`src/rtl/rom_fetch_pkg.sv`:
```
// rom_fetch_pkg: shared definitions for the program-ROM fetch unit.
//   ADDR_W / DATA_W : ROM address and word widths (256 x 16 program ROM).
//   fetch_state_e   : fetch controller states {IDLE, RUN, DRAIN}.
//   fetch_entry_t   : a fetched word tagged with the address it came from.
//   pc_inc()        : next sequential fetch address, wrapping at 2**ADDR_W.
package rom_fetch_pkg;

    localparam int ADDR_W = 8;
    localparam int DATA_W = 16;

    typedef enum logic [1:0] {
        ST_IDLE  = 2'd0,
        ST_RUN   = 2'd1,
        ST_DRAIN = 2'd2
    } fetch_state_e;

    typedef struct packed {
        logic [ADDR_W-1:0] pc;
        logic [DATA_W-1:0] data;
    } fetch_entry_t;

    // Sequential successor; natural overflow gives the 0xFF -> 0x00 wrap.
    function automatic logic [ADDR_W-1:0] pc_inc(input logic [ADDR_W-1:0] pc);
        return pc + {{(ADDR_W-1){1'b0}}, 1'b1};
    endfunction

endpackage

```
`src/rtl/rom_fetch_skid.sv`:
```
// rom_fetch_skid: 2-entry output FIFO for the fetch unit (built only when
// ROM_FETCH_SKID_EN is defined). Entry 0 is always the head, so the outputs
// come straight from flops.
//   clock, reset        : clock and synchronous active-high reset
//   flush               : discard all entries (count -> 0), overrides push
//   push, push_entry    : write one tagged word
//   pop                 : head consumed this cycle
//   head, head_valid    : current head entry and its valid flag
//   count               : current occupancy (0..2)
`ifdef ROM_FETCH_SKID_EN
module rom_fetch_skid
    import rom_fetch_pkg::*;
(
    input  logic         clock,
    input  logic         reset,
    input  logic         flush,
    input  logic         push,
    input  fetch_entry_t push_entry,
    input  logic         pop,
    output fetch_entry_t head,
    output logic         head_valid,
    output logic [1:0]   count
);

    fetch_entry_t entry0_q, entry0_d;
    fetch_entry_t entry1_q, entry1_d;
    logic [1:0]   count_q, count_d;
    logic         valid_q, valid_d;
    logic [1:0]   count_after_pop_s;

    // Next-state: shift on pop, then write the push into the first free slot.
    always_comb begin
        entry0_d = entry0_q;
        entry1_d = entry1_q;
        if (pop && (count_q != 2'd0)) begin
            count_after_pop_s = count_q - 2'd1;
            entry0_d          = entry1_q;
        end else begin
            count_after_pop_s = count_q;
        end
        // The issue rule guarantees a push never lands on a full FIFO.
        if (push) begin
            if (count_after_pop_s == 2'd0) begin
                entry0_d = push_entry;
            end else begin
                entry1_d = push_entry;
            end
        end else begin
            entry1_d = entry1_d;
        end
        if (flush) begin
            count_d = 2'd0;
        end else begin
            count_d = count_after_pop_s + {1'b0, push};
        end
        valid_d = (count_d != 2'd0);
    end

    // FIFO storage and occupancy registers.
    always_ff @(posedge clock) begin
        if (reset) begin
            entry0_q <= {$bits(fetch_entry_t){1'b0}};
            entry1_q <= {$bits(fetch_entry_t){1'b0}};
            count_q  <= 2'd0;
            valid_q  <= 1'b0;
        end else begin
            entry0_q <= entry0_d;
            entry1_q <= entry1_d;
            count_q  <= count_d;
            valid_q  <= valid_d;
        end
    end

    assign head       = entry0_q;
    assign head_valid = valid_q;
    assign count      = count_q;

endmodule
`endif

```
`src/rtl/rom_fetch_unit.sv`:
```
// rom_fetch_unit: initiator for the 256x16 synchronous program ROM. Owns the
// fetch PC, absorbs the ROM's one-cycle read latency and presents each word
// with its address to the decoder over valid/ready.
// Build option: define ROM_FETCH_SKID_EN for a 2-entry skid FIFO on the output
// (1 word/cycle); otherwise a single output register (1 word / 2 cycles).
// Ports:
//   clock, reset               : clock (also the ROM clock), sync active-high reset
//   start, start_addr          : in IDLE, begin fetching at start_addr
//   redirect, redirect_addr    : in RUN, flush and refetch from redirect_addr
//   halt                       : stop issuing, deliver buffered words, go IDLE
//   rom_address, rom_q         : ROM address out, ROM data in (1-cycle latency)
//   instr_valid/data/pc, instr_ready : decoder handshake
//   busy                       : controller not in IDLE
module rom_fetch_unit
    import rom_fetch_pkg::*;
(
    input  logic              clock,
    input  logic              reset,
    input  logic              start,
    input  logic [ADDR_W-1:0] start_addr,
    input  logic              redirect,
    input  logic [ADDR_W-1:0] redirect_addr,
    input  logic              halt,
    output logic [ADDR_W-1:0] rom_address,
    input  logic [DATA_W-1:0] rom_q,
    output logic              instr_valid,
    output logic [DATA_W-1:0] instr_data,
    output logic [ADDR_W-1:0] instr_pc,
    input  logic              instr_ready
    ,
    output logic              busy
);

    fetch_state_e      state_q, state_d;
    logic [ADDR_W-1:0] pc_q, pc_d;
    logic              inflight_q, inflight_d;
    logic [ADDR_W-1:0] tag_q, tag_d;
    logic              busy_q, busy_d;

    logic              pop_s;
    logic              push_s;
    logic              flush_s;
    logic              issue_s;
    logic              can_issue_s;

    assign pop_s = instr_valid && instr_ready;

`ifdef ROM_FETCH_SKID_EN
    fetch_entry_t push_entry_s;
    fetch_entry_t head_s;
    logic         head_valid_s;
    logic [1:0]   occ_s;
    logic [2:0]   slots_used_s;

    // Room check counts the word still in flight against the FIFO after this cycle's pop.
    always_comb begin
        push_entry_s.pc   = tag_q;
        push_entry_s.data = rom_q;
        slots_used_s      = {1'b0, occ_s} - {2'b00, pop_s} + {2'b00, inflight_q};
        can_issue_s       = (slots_used_s < 3'd2);
    end

    rom_fetch_skid u_skid (
        .clock      (clock),
        .reset      (reset),
        .flush      (flush_s),
        .push       (push_s),
        .push_entry (push_entry_s),
        .pop        (pop_s),
        .head       (head_s),
        .head_valid (head_valid_s),
        .count      (occ_s)
    );

    assign instr_valid = head_valid_s;
    assign instr_data  = head_s.data;
    assign instr_pc    = head_s.pc;
`else
    logic              out_valid_q, out_valid_d;
    logic [DATA_W-1:0] out_data_q, out_data_d;
    logic [ADDR_W-1:0] out_pc_q, out_pc_d;

    // Single output register: issue only when the returning word has a free slot.
    always_comb begin
        can_issue_s = !inflight_q && (!out_valid_q || instr_ready);
        out_valid_d = out_valid_q;
        out_data_d  = out_data_q;
        out_pc_d    = out_pc_q;
        if (flush_s) begin
            out_valid_d = 1'b0;
        end else if (push_s) begin
            out_valid_d = 1'b1;
            out_data_d  = rom_q;
            out_pc_d    = tag_q;
        end else if (pop_s) begin
            out_valid_d = 1'b0;
        end else begin
            out_valid_d = out_valid_q;
        end
    end

    // Output register.
    always_ff @(posedge clock) begin
        if (reset) begin
            out_valid_q <= 1'b0;
            out_data_q  <= {DATA_W{1'b0}};
            out_pc_q    <= {ADDR_W{1'b0}};
        end else begin
            out_valid_q <= out_valid_d;
            out_data_q  <= out_data_d;
            out_pc_q    <= out_pc_d;
        end
    end

    assign instr_valid = out_valid_q;
    assign instr_data  = out_data_q;
    assign instr_pc    = out_pc_q;
`endif

    // Controller next-state: halt beats redirect; a redirect flush also drops the in-flight word.
    always_comb begin
        state_d = state_q;
        pc_d    = pc_q;
        issue_s = 1'b0;
        flush_s = 1'b0;
        case (state_q)
            ST_IDLE: begin
                if (start) begin
                    state_d = ST_RUN;
                    pc_d    = start_addr;
                end else begin
                    state_d = ST_IDLE;
                end
            end
            ST_RUN: begin
                if (halt) begin
                    state_d = ST_DRAIN;
                    flush_s = redirect;
                end else if (redirect) begin
                    pc_d    = redirect_addr;
                    flush_s = 1'b1;
                end else if (can_issue_s) begin
                    issue_s = 1'b1;
                    pc_d    = pc_inc(pc_q);
                end else begin
                    pc_d = pc_q;
                end
            end
            ST_DRAIN: begin
                if (!inflight_q && !instr_valid) begin
                    state_d = ST_IDLE;
                end else begin
                    state_d = ST_DRAIN;
                end
            end
            default: begin
                state_d = ST_IDLE;
            end
        endcase
        // A read always returns the cycle after issue, so inflight lives exactly one cycle.
        inflight_d = issue_s;
        tag_d      = issue_s ? pc_q : tag_q;
        push_s     = inflight_q && !flush_s;
        busy_d     = (state_d != ST_IDLE);
    end

    // Controller registers.
    always_ff @(posedge clock) begin
        if (reset) begin
            state_q    <= ST_IDLE;
            pc_q       <= {ADDR_W{1'b0}};
            inflight_q <= 1'b0;
            tag_q      <= {ADDR_W{1'b0}};
            busy_q     <= 1'b0;
        end else begin
            state_q    <= state_d;
            pc_q       <= pc_d;
            inflight_q <= inflight_d;
            tag_q      <= tag_d;
            busy_q     <= busy_d;
        end
    end

    // The ROM address is the PC itself; re-reading a held address is harmless.
    assign rom_address = pc_q;
    assign busy        = busy_q;

endmodule

```
`config.mk`:
```
export PLATFORM = sky130hd
export DESIGN_NAME = rom_fetch_unit
export DESIGN_NICKNAME = d
export VERILOG_FILES = /design/src/rtl/rom_fetch_pkg.sv /design/src/rtl/rom_fetch_skid.sv /design/src/rtl/rom_fetch_unit.sv
export SDC_FILE = /design/constraint.sdc
export NUM_CORES = 1
export LEC_CHECK = 0
export CORE_ASPECT_RATIO = 2
export CORE_MARGIN = 5
export CORE_UTILIZATION = 47
export DETAILED_ROUTE_END_ITERATION = 6
export GPL_TIMING_DRIVEN = 0
export PLACE_DENSITY = 0.85
export RECOVER_POWER = 50
export SLEW_MARGIN = 0
export SYNTH_ARGS = -nofsm -noshare
export SYNTH_HDL_FRONTEND = slang
export SYNTH_SLANG_ARGS = --single-unit
```
`constraint.sdc`:
```
create_clock -name clock -period 3.8 [get_ports clock]
set_input_delay 0.38 -clock clock [delete_from_list [all_inputs] [get_ports clock]]
set_output_delay 0.38 -clock clock [all_outputs]
set_load 0.005 [all_outputs]
```
==> Word-level counts from Yosys, hierarchy flattened <==
Cells that the tools add are included.
W data, S select, Z words.
{ "totals": {"ff_bits": 45, "latchBits": 0, "n_memories": 0, "romBits": 0, "mem_bits_rw": 0} }
{ "classes": {"shift": 0, "magnitude_cmp": 0, "div": 0, "addsub": 1, "mul": 0, "reduce_logical": 15, "mux": 18, "eq_ne": 5, "n_bitwise": 1} }
{ "ops": {"columns": ["cell", "count"], "rows": [
  ["$mux W8", 4],
  ["$pmux W8 S2", 1],
  ["$mux W1", 10],
  ["$add A8 B1 Y8 const B", 1],
  ["$pmux W2 S3", 1],
  ["$reduce_bool A2 Y1", 3],
  ["$logic_and A1 B1 Y1", 4],
  ["$mux W2", 2],
  ["$ne A2 B2 Y1 const B", 2],
  ["$reduce_and A4 Y1", 1],
  ["$logic_not A1 Y1", 3],
  ["$ne A3 B3 Y1 const B", 1],
  ["$eq A2 B1 Y1 const B", 1],
  ["$eq A2 B2 Y1 const B", 1],
  ["$logic_not A2 Y1", 1],
  ["$reduce_and A2 Y1", 1],
  ["$reduce_or A2 Y1", 1],
  ["$logic_or A1 B1 Y1", 1],
  ["$not A1 Y1", 1]
]} }

==> Depth between registers and ports, before layout <==
Gate-level depths: netlist (run 1).
{ "logic_depth": {"depth_word": 7, "mapped_depth": 7, "ltp_nobuf": 5} }

==> Worst setup path after synthesis (run 1) <==
No wires, ideal clock.
{ "synth_timing": {"path_type": "input port to flip-flop", "start": "input redirect", "end": "register tag_q[4]", "arrival_ns": 1.566, "t_required_ns": 3.672, "cell_stages": 7, "slack_ns": 2.106, "cell_sequence": "buf_6 or3b_1 buf_6 nor3b_2 buf_6 mux2i_1 nor2_1"} }
{ "synth_via": {"elab_chain_cells": 3} }
{ "synth_rtl": {"columns": ["item", "line_no", "source"], "rows": [
  ["start, declared", "rom_fetch_unit.sv:21", "input logic redirect,"],
  ["$mux W1", "rom_fetch_unit.sv:139", "end else if (redirect) begin"],
  ["$mux W1", "rom_fetch_unit.sv:136", "if (halt) begin"],
  ["$mux W1", "rom_fetch_unit.sv:126", "case (state_q)"],
  ["end signal, assigned", "rom_fetch_unit.sv:173", "tag_q <= {ADDR_W{1'b0}};"],
  ["end signal, assigned", "rom_fetch_unit.sv:179", "tag_q <= tag_d;"],
  ["end, declared", "rom_fetch_unit.sv:37", "logic [ADDR_W-1:0] tag_q, tag_d;"]
]} }
Every way passes these cells.
A chain may end at the register's enable or synchronous reset.

==> Worst setup path after layout (run 1) <==
{ "layout_timing": {"start": "register state_q[0]", "end": "register tag_q[4]"} }
{ "layout_via": {"elab_chain_cells": 2} }
{ "layout_rtl": {"columns": ["item", "line_no", "source"], "rows": [
  ["start, declared", "rom_fetch_unit.sv:34", "fetch_state_e state_q, state_d;"],
  ["start signal, assigned", "rom_fetch_unit.sv:176", "state_q <= state_d;"],
  ["$eq A2 B1 Y1", "rom_fetch_unit.sv:126", null],
  ["$mux W1", "rom_fetch_unit.sv:126", null]
]} }
Every way passes these cells.

==> out/metrics.csv, run 1 <==
metric,value,unit
status,"finished, final reports clean",
Max transition margin,60.8,%
DP Wirelength,3.87,mm
boundary pin count,72,
GRT overflow,0,
Area growth syn-to-layout,45.0,%
# resized after CTS,0,
# Max-Cap Violations,0,
Post-Layout Cell Count,361,
"slowest stage cell, crit path",clkbuf_1,
crit-path cells,or3b_1 -> buf_6 -> nor3b_2 -> clkbuf_1 -> mux2i_1 -> nor2_1,
FF-to-FF path depth,6,
first drt pass iteration count,5,
fill count,331,
Min-Delay Endpoint,inflight_q,
required time worst endpoint,3970,ps
hold path startpoint,reset,
Fin Setup TNS,0,ps
TritonCTS clock tree,yes,
Worst Max-Slew Pin Slew,587,ps
Die Ht,99.3,um
Place WS,1710,ps
Post-Route WL,4.92,mm
vias,1876,
Hold Buf Count CTS,0,
Die Width,54.6,um
number of buffers added on ports,69,
fin nets,348,
area of the core,3840,um2
antenna violations before repair,0,
"top cells by area, synth","dfxtp_1 (48%), nand2_1 (12%), a21oi_1 (9.9%), mux2i_1 (4.8%), nor2_1 (3.8%)",
Final Hold Slack,428,ps
RR Startpoint,state_q[0],
Mapped Area,1870,um2
Final Hold Fails,0,
Vias/cell,5.20,
Worst Path Buf+Inv,2,
final count of negative-setup-slack endpoints,0,
VDD IR max,0.291,mV
synth unique cells,29,
CP Capture Type,flop,
largest net degree at the start of global routing,15,
antenna fix cells,0,
Hold Path Cell Cnt,2,
Mapped Cells,233,
CP top delay family,simple AND/OR/NAND/NOR gates,
post-synthesis sequential area ratio,48.1,%
number of flops mapped to enable cells by yosys,0,
synthesized flop and latch total,45,
critical path arrival,2220,ps
CP Class,flop to flop,
Leak,1.06,nW
Mapped Nets,272,
CTS Buf Count,5,
fin crit share,54.0,%
GPL Wtd Cong,0.796,
clock sinks,45,
final worst setup slack,1750,ps
Post-DRT Antenna Nets,0,
Iter 0 DRT Violations,25,
clk_lat worst skew,300,ps
CP startpoint kind,flop,
Most used DFF post-synth,dfxtp_1,
R2R Setup Slk,1750,ps
crit-path max FO,9,
drt drc,0,
worst min path class,primary input to flop,
CP Depth,6,
RSZ-0062 raised after global routing,false,
Syn. warnings,0,
first-pass GRT wire length,8.12,mm
post-synth top area share,48.1,%
Clock Tree Buf Depth,2,
Worst Skew,5.81,ps
Pwr Density,345,nW/um2
min Tclk post-route,2050,ps
# H-tree levels,2,
"Slew Viols, Final",0,
Tot GR Track Use,19.8,%
initial core utilization,48.7,%
Syn Area/Cell,8.04,um2
most frequent cell after synthesis,nand2_1,
Commonest cells post-synth,"nand2_1 (59), dfxtp_1 (45), a21oi_1 (37)",
largest area contributor in the netlist,dfxtp_1,
FF-to-FF End,tag_q[4],
# rows,32,
dpl cells,353,
CTS Root Cell,clkbuf_8,
Peak Freq,487,MHz
Post-synth ARST share,0,%
vias in the first global route,1903,
layout cells sized above 1,6.13,%
DR WL/cell,13.6,um
Clock transition at path regs,80,ps
# Post-CTS Setup Buffers,0,
Die ar.,5420,um2
CP max stage delay,470,ps
layer usage:
layer	routed length, um	track usage (%)	share of wire, %	up-vias
met4	136	10.7	2.8	0
met5	0	0	0	-
li1	-	-	-	937
met1	1810	19.7	37	854
met3	284	3.75	5.8	14
met2	2690	35.5	55	71
sequential cells by signal, indices dropped and copies added, names as in the netlist:
name and cells:
instr_data 16, inflight_q 1, busy 1, instr_pc 8, tag_q 8, state_q 2
rom_address 8, instr_valid 1
final cells by class:
type / count / area (um2) / area share [%]
Clock buffer: 6 / 82.6 / 3.04
Timing Repair Buffer: 69 / 691 / 25.4
Tap cell: 51 / 63.8 / 2.35
Inverter: 3 / 11.3 / 0.415
Buffer: 16 / 78.8 / 2.90
Sequential cell: 45 / 901 / 33.2
Multi-Input combinational cell: 169 / 873 / 32.2
Clock inverter: 2 / 13.8 / 0.507
cells in the final DEF (no fill, tap or decap), types with 2 or more instances in the layout:
cell              n
a31oi_1           2
buf_2             3
nand2_1          59
nor2_1           19
clkbuf_8          6
buf_6             2
a31o_2            4
nor2b_1           2
clkdlybuf4s50_1  37
a21oi_1          37
nand3_1           7
mux2i_1           9
clkbuf_1         11
dfxtp_1          45
inv_1             3
nand4_1           2
o21ai_0           6
a211oi_1          2
dlygate4sd3_1    32
nand2b_1          4
a211o_1           3
and3_1            3
logic make-up after synthesis:
kind of cell             count (synthesis)  synth area share, %
AO/OA/AOI/OAI                           57                 17.4
buffers and inverters                   19                 5.28
XOR/XNOR                                 1                0.468
flip-flops                              45                 48.1
AND/OR/NAND/NOR                        101                 23.3
multiplexers                             9                 4.81
adder cells (fa/ha/maj)                  1                0.668
worst max-delay path by stage:
| stage | end | slack [ps] | from |
|---|---|---|---|
| after floorplan | tag_q[4] | 2110 | redirect |
| after global placement | rom_address[6] | 1760 | halt |
| after detailed placement | rom_address[4] | 1710 | halt |
| after CTS | instr_data[4] | 1880 | state_q[0] |
| after global routing | tag_q[1] | 1630 | state_q[0] |
| final | tag_q[4] | 1750 | state_q[0] |
power by group:
group,internal [W],total (W),leakage [nW],switching (W)
logic,0.0000741,0.000129,0.643,0.0000548
clock network,0.000147,0.000307,0.0512,0.000160
registers,0.000484,0.000500,0.365,0.0000159
metrics by stage:
step	instance area, um2	utilization, %	power (W)
floorplan	1870	-	0.000568
global placement	2630	68.4	0.000641
detailed placement	2630	68.4	0.000644
CTS	2720	70.9	0.000947
global route	2720	70.6	0.000978
finish	2720	70.6	0.000937
Note: power is estimated with default switching activity, not from simulation.
==> run 2: changes to the inputs <==
CORE_UTILIZATION = 39   (was 47)
PLACE_DENSITY = 0.75   (was 0.85)
clock period = 1.8 ns   (was 3.8 ns; I/O delays follow)
==> out/metrics.csv, run 2 (synthesis results as in run 1) <==
metric,value,unit
status,"finished, final reports clean",
Post-Route WL,4.91,mm
initial core utilization,40.4,%
post-layout util,59.2,%
vias in the first global route,1845,
Area growth syn-to-layout,46.7,%
"Slew Viols, Final",0,
final count of negative-setup-slack endpoints,0,
drt drc,0,
critical path arrival,1850,ps
GRT overflow,0,
VDD IR max,0.427,mV
Worst Skew,4.97,ps
DR WL/cell,13.5,um
RSZ-0062 raised after global routing,false,
boundary pin count,72,
"commonest non-fill, non-tap cell in the layout",nand2_1,
worst min path class,primary input to flop,
# rows,35,
Post-Place Cell Area,2630,um2
antenna violations before repair,0,
vias,1823,
clock sinks,45,
first drt pass iteration count,5,
fin crit share,93.4,%
Iter 0 DRT Violations,45,
Final Hold Fails,0,
crit-path max FO,9,
Post-DRT Antenna Nets,0,
CP Capture Type,flop,
R2R Setup Slk,120,ps
# H-tree levels,2,
Die Ht,108,um
largest net degree at the start of global routing,14,
Clock transition at path regs,80,ps
layout cells sized above 1,8.06,%
# Max-Cap Violations,0,
fill count,458,
CTS Buf Count,5,
CP Class,flop to flop,
CP most frequent cell,buf_6,
Peak Freq,595,MHz
design area,2750,um2
first-pass GRT wire length,8.31,mm
min Tclk post-route,1680,ps
Final Hold Slack,243,ps
DP Wirelength,3.76,mm
CP max stage delay,390,ps
Leak,1.08,nW
Vias/cell,4.99,
Clock Tree Buf Depth,2,
Worst Max-Slew Pin Slew,541,ps
Max transition margin,63.9,%
antenna fix cells,0,
required time worst endpoint,1970,ps
CP startpoint kind,flop,
crit-path cells,or3b_1 -> buf_6 -> nor3b_2 -> buf_6 -> mux2i_1 -> nor2_1,
GPL Wtd Cong,0.836,
TritonCTS clock tree,yes,
number of buffers added on ports,69,
area of the core,4640,um2
"slowest stage cell, crit path",dfxtp_1,
Die Width,59.0,um
Die ar.,6370,um2
Tot GR Track Use,16.6,%
CTS Root Cell,clkbuf_8,
most frequent cells in the layout,"nand2_1 (59), dfxtp_1 (44), a21oi_1 (37), clkdlybuf4s50_1 (37), dlygate4sd3_1 (32)",
clk_lat worst skew,290,ps
Pwr Density,728,nW/um2
Largest register FFs,16,
fin nets,348,
Hold Buf Count CTS,0,
## run 2: cell types whose count changed in the layout (fill, tap and decap cells not counted), sizes merged
cell    before  now
buf          5    6
clkinv       2    1
## run 2: worst max-delay path, delay by kind of cell (launching register included)
| family | cells | cell delay (ps) |
|---|---|---|
| mux | 1 | 190 |
| buf+inv | 2 | 330 |
| simple gates | 3 | 640 |
| flops | 1 | 390 |
## run 2: metrics by stage
step / setup WS, ps / power, W / TNS [ps] / instances
CTS: 33.9 / 0.00203 / 0 / 365
finish: 120 / 0.00200 / 0 / 365
global route: 14.2 / 0.00211 / 0 / 365
floorplan: 257 / 0.00120 / 0 / 233
global placement: -82.2 / 0.00136 / -1760 / 357
detailed placement: -118 / 0.00136 / -2580 / 357
## run 2: what timing repair did
action	4_1_cts	5_1_grt
gates resized for setup	2	6
setup buffers	0	0
setup endpoints to repair	20	36
## run 2: where the power goes
group          switching (W)  total (W)  internal, W
registers          0.0000344    0.00106      0.00102
clock network       0.000319   0.000666     0.000347
logic               0.000117   0.000277     0.000160
## run 2: final timing paths
kind / startpoint / to / cells past startpoint
worst max-delay path: state_q[1] / tag_q[5] / 6
worst min-delay path: reset / inflight_q / 2
worst max register to register: state_q[1] / tag_q[5] / 6
worst min register to register: instr_data[12] / instr_data[12] / 2
## run 2: cell type report
class	count	area [um2]	area share, %
Sequential cell	45	902	32.8
Multi-Input combinational cell	169	885	32.2
Timing Repair Buffer	69	691	25.1
Clock buffer	7	96.3	3.51
Buffer	16	88.8	3.23
Tap cell	55	68.8	2.50
Inverter	3	11.3	0.410
Clock inverter	1	5.00	0.182
## run 2: routing by layer
metal / vias up / wire length [um] / GRT usage (%)
met5: - / 0 / 0
met4: 0 / 80 / 6.48
met3: 7 / 311 / 3.94
met2: 58 / 2720 / 31.2
met1: 824 / 1800 / 16.8
li1: 934 / - / -
==> run 3: changes to the inputs <==
CAP_MARGIN = 0   (was default)
CORE_UTILIZATION = 43   (was 39)
PLACE_DENSITY = 0.79   (was 0.75)
clock period = 1.6 ns   (was 1.8 ns; I/O delays follow)
==> out/metrics.csv, run 3 (synthesis results as in run 1) <==
metric,value,unit
Post-Route WL,5.01,mm
Area growth syn-to-layout,52.4,%
clock sinks,45,
dpl cells,356,
drt drc,0,
Clock transition at path regs,80,ps
Pwr Density,785,nW/um2
Hold Buf Count CTS,0,
fin nets,356,
first drt pass iteration count,4,
final worst setup slack,38.0,ps
RSZ-0062 raised after global routing,true,
final count of negative-setup-slack endpoints,0,
Iter 0 DRT Violations,28,
crit-path max FO,5,
# Max-Cap Violations,0,
fill count,369,
CP startpoint kind,flop,
Largest register FFs,16,
Final Hold Fails,0,
"commonest non-fill, non-tap cell in the layout",nand2_1,
# H-tree levels,2,
layout cells sized above 1,12.6,%
Place WS,-304,ps
most frequent cells in the layout,"nand2_1 (59), clkdlybuf4s50_1 (43), dfxtp_1 (42)",
Die Width,56.7,um
status,"finished, final reports clean",
Worst Skew,4.30,ps
"Slew Viols, Final",0,
critical path arrival,1730,ps
TritonCTS clock tree,yes,
design area,2860,um2
GRT overflow,0,
clk_lat worst skew,290,ps
largest net degree at the start of global routing,13,
Post-Layout Cell Count,371,
antenna fix cells,0,
Design Power,0.00224,W
VDD IR max,0.601,mV
vias in the first global route,1756,
Worst Max-Slew Pin Slew,493,ps
CTS Buf Count,5,
Die Ht,103,um
DR WL/cell,13.5,um
Vias/cell,5.08,
Reg area,910,um2
DP Wirelength,3.67,mm
Multi-input gate area,912,um2
antenna violations before repair,0,
CP Class,flop to flop,
number of buffers added on ports,69,
boundary pin count,72,
min Tclk post-route,1560,ps
Post-DRT Antenna Nets,0,
Post-Place Cell Area,2630,um2
area of the core,4300,um2
first-pass GRT wire length,8.11,mm
CTS Root Cell,clkbuf_8,
Tot GR Track Use,17.4,%
required time worst endpoint,1770,ps
Clock Tree Buf Depth,2,
Max transition margin,67.1,%
CP Capture Type,flop,
Die ar.,5860,um2
vias,1886,
fin crit share,97.6,%
Leak,1.11,nW
post-layout util,66.5,%
Peak Freq,640,MHz
worst min path class,primary input to flop,
initial core utilization,43.6,%
GPL Wtd Cong,0.821,
# rows,34,
## run 3: final cells by class
cell class | instances | area share (%)
Multi-Input combinational cell | 169 | 31.9
Timing Repair Buffer | 79 | 27.4
Buffer | 14 | 3.02
Inverter | 3 | 0.394
Clock buffer | 7 | 3.02
Tap cell | 54 | 2.37
Sequential cell | 45 | 31.9
## run 3: final timing paths
| kind | endpoint | from | cells after the start | slack [ps] |
|---|---|---|---|---|
| min reg2reg | instr_data[5] | instr_data[5] | 2 | 450 |
| max | tag_q[1] | state_q[1] | 5 | 40 |
| min | inflight_q | reset | 2 | 210 |
| max reg2reg | tag_q[1] | state_q[1] | 5 | 40 |
## run 3: metal layers
metal	vias up	routed length (um)	global-route usage [%]
li1	953	-	-
met1	865	1860	17.6
met2	61	2810	33.9
met3	7	265	3.23
met4	0	68	7.50
met5	-	0	0
## run 3: metrics by stage
| stage | hold slack (ps) | TNS [ps] |
|---|---|---|
| final | 208 | 0 |
| after CTS | 202 | -60.6 |
| after global placement | 439 | -7370 |
| after global routing | 251 | -180 |
| after detailed placement | 446 | -8170 |
| after floorplan | 296 | 0 |
## run 3: worst max-delay path, cell delays in order (launching register included)
cell and delay, ps:
dfxtp_4 350, or3b_4 390, nor3b_4 270, buf_6 170, mux2i_1 200, nor2_1 60
## run 3: repair_timing
item                       4_1_cts  5_1_grt
pin swaps                        2        4
cloned                           1        0
resized for setup               13       14
setup endpoints to repair       39       36
buffers inserted                 7        2
## run 3: where the power goes
group          switching, W  leakage, nW  internal [W]
Clock              0.000349       0.0443      0.000343
Combinational      0.000147        0.704      0.000217
Sequential        0.0000368        0.366       0.00115
Total              0.000533         1.11       0.00171
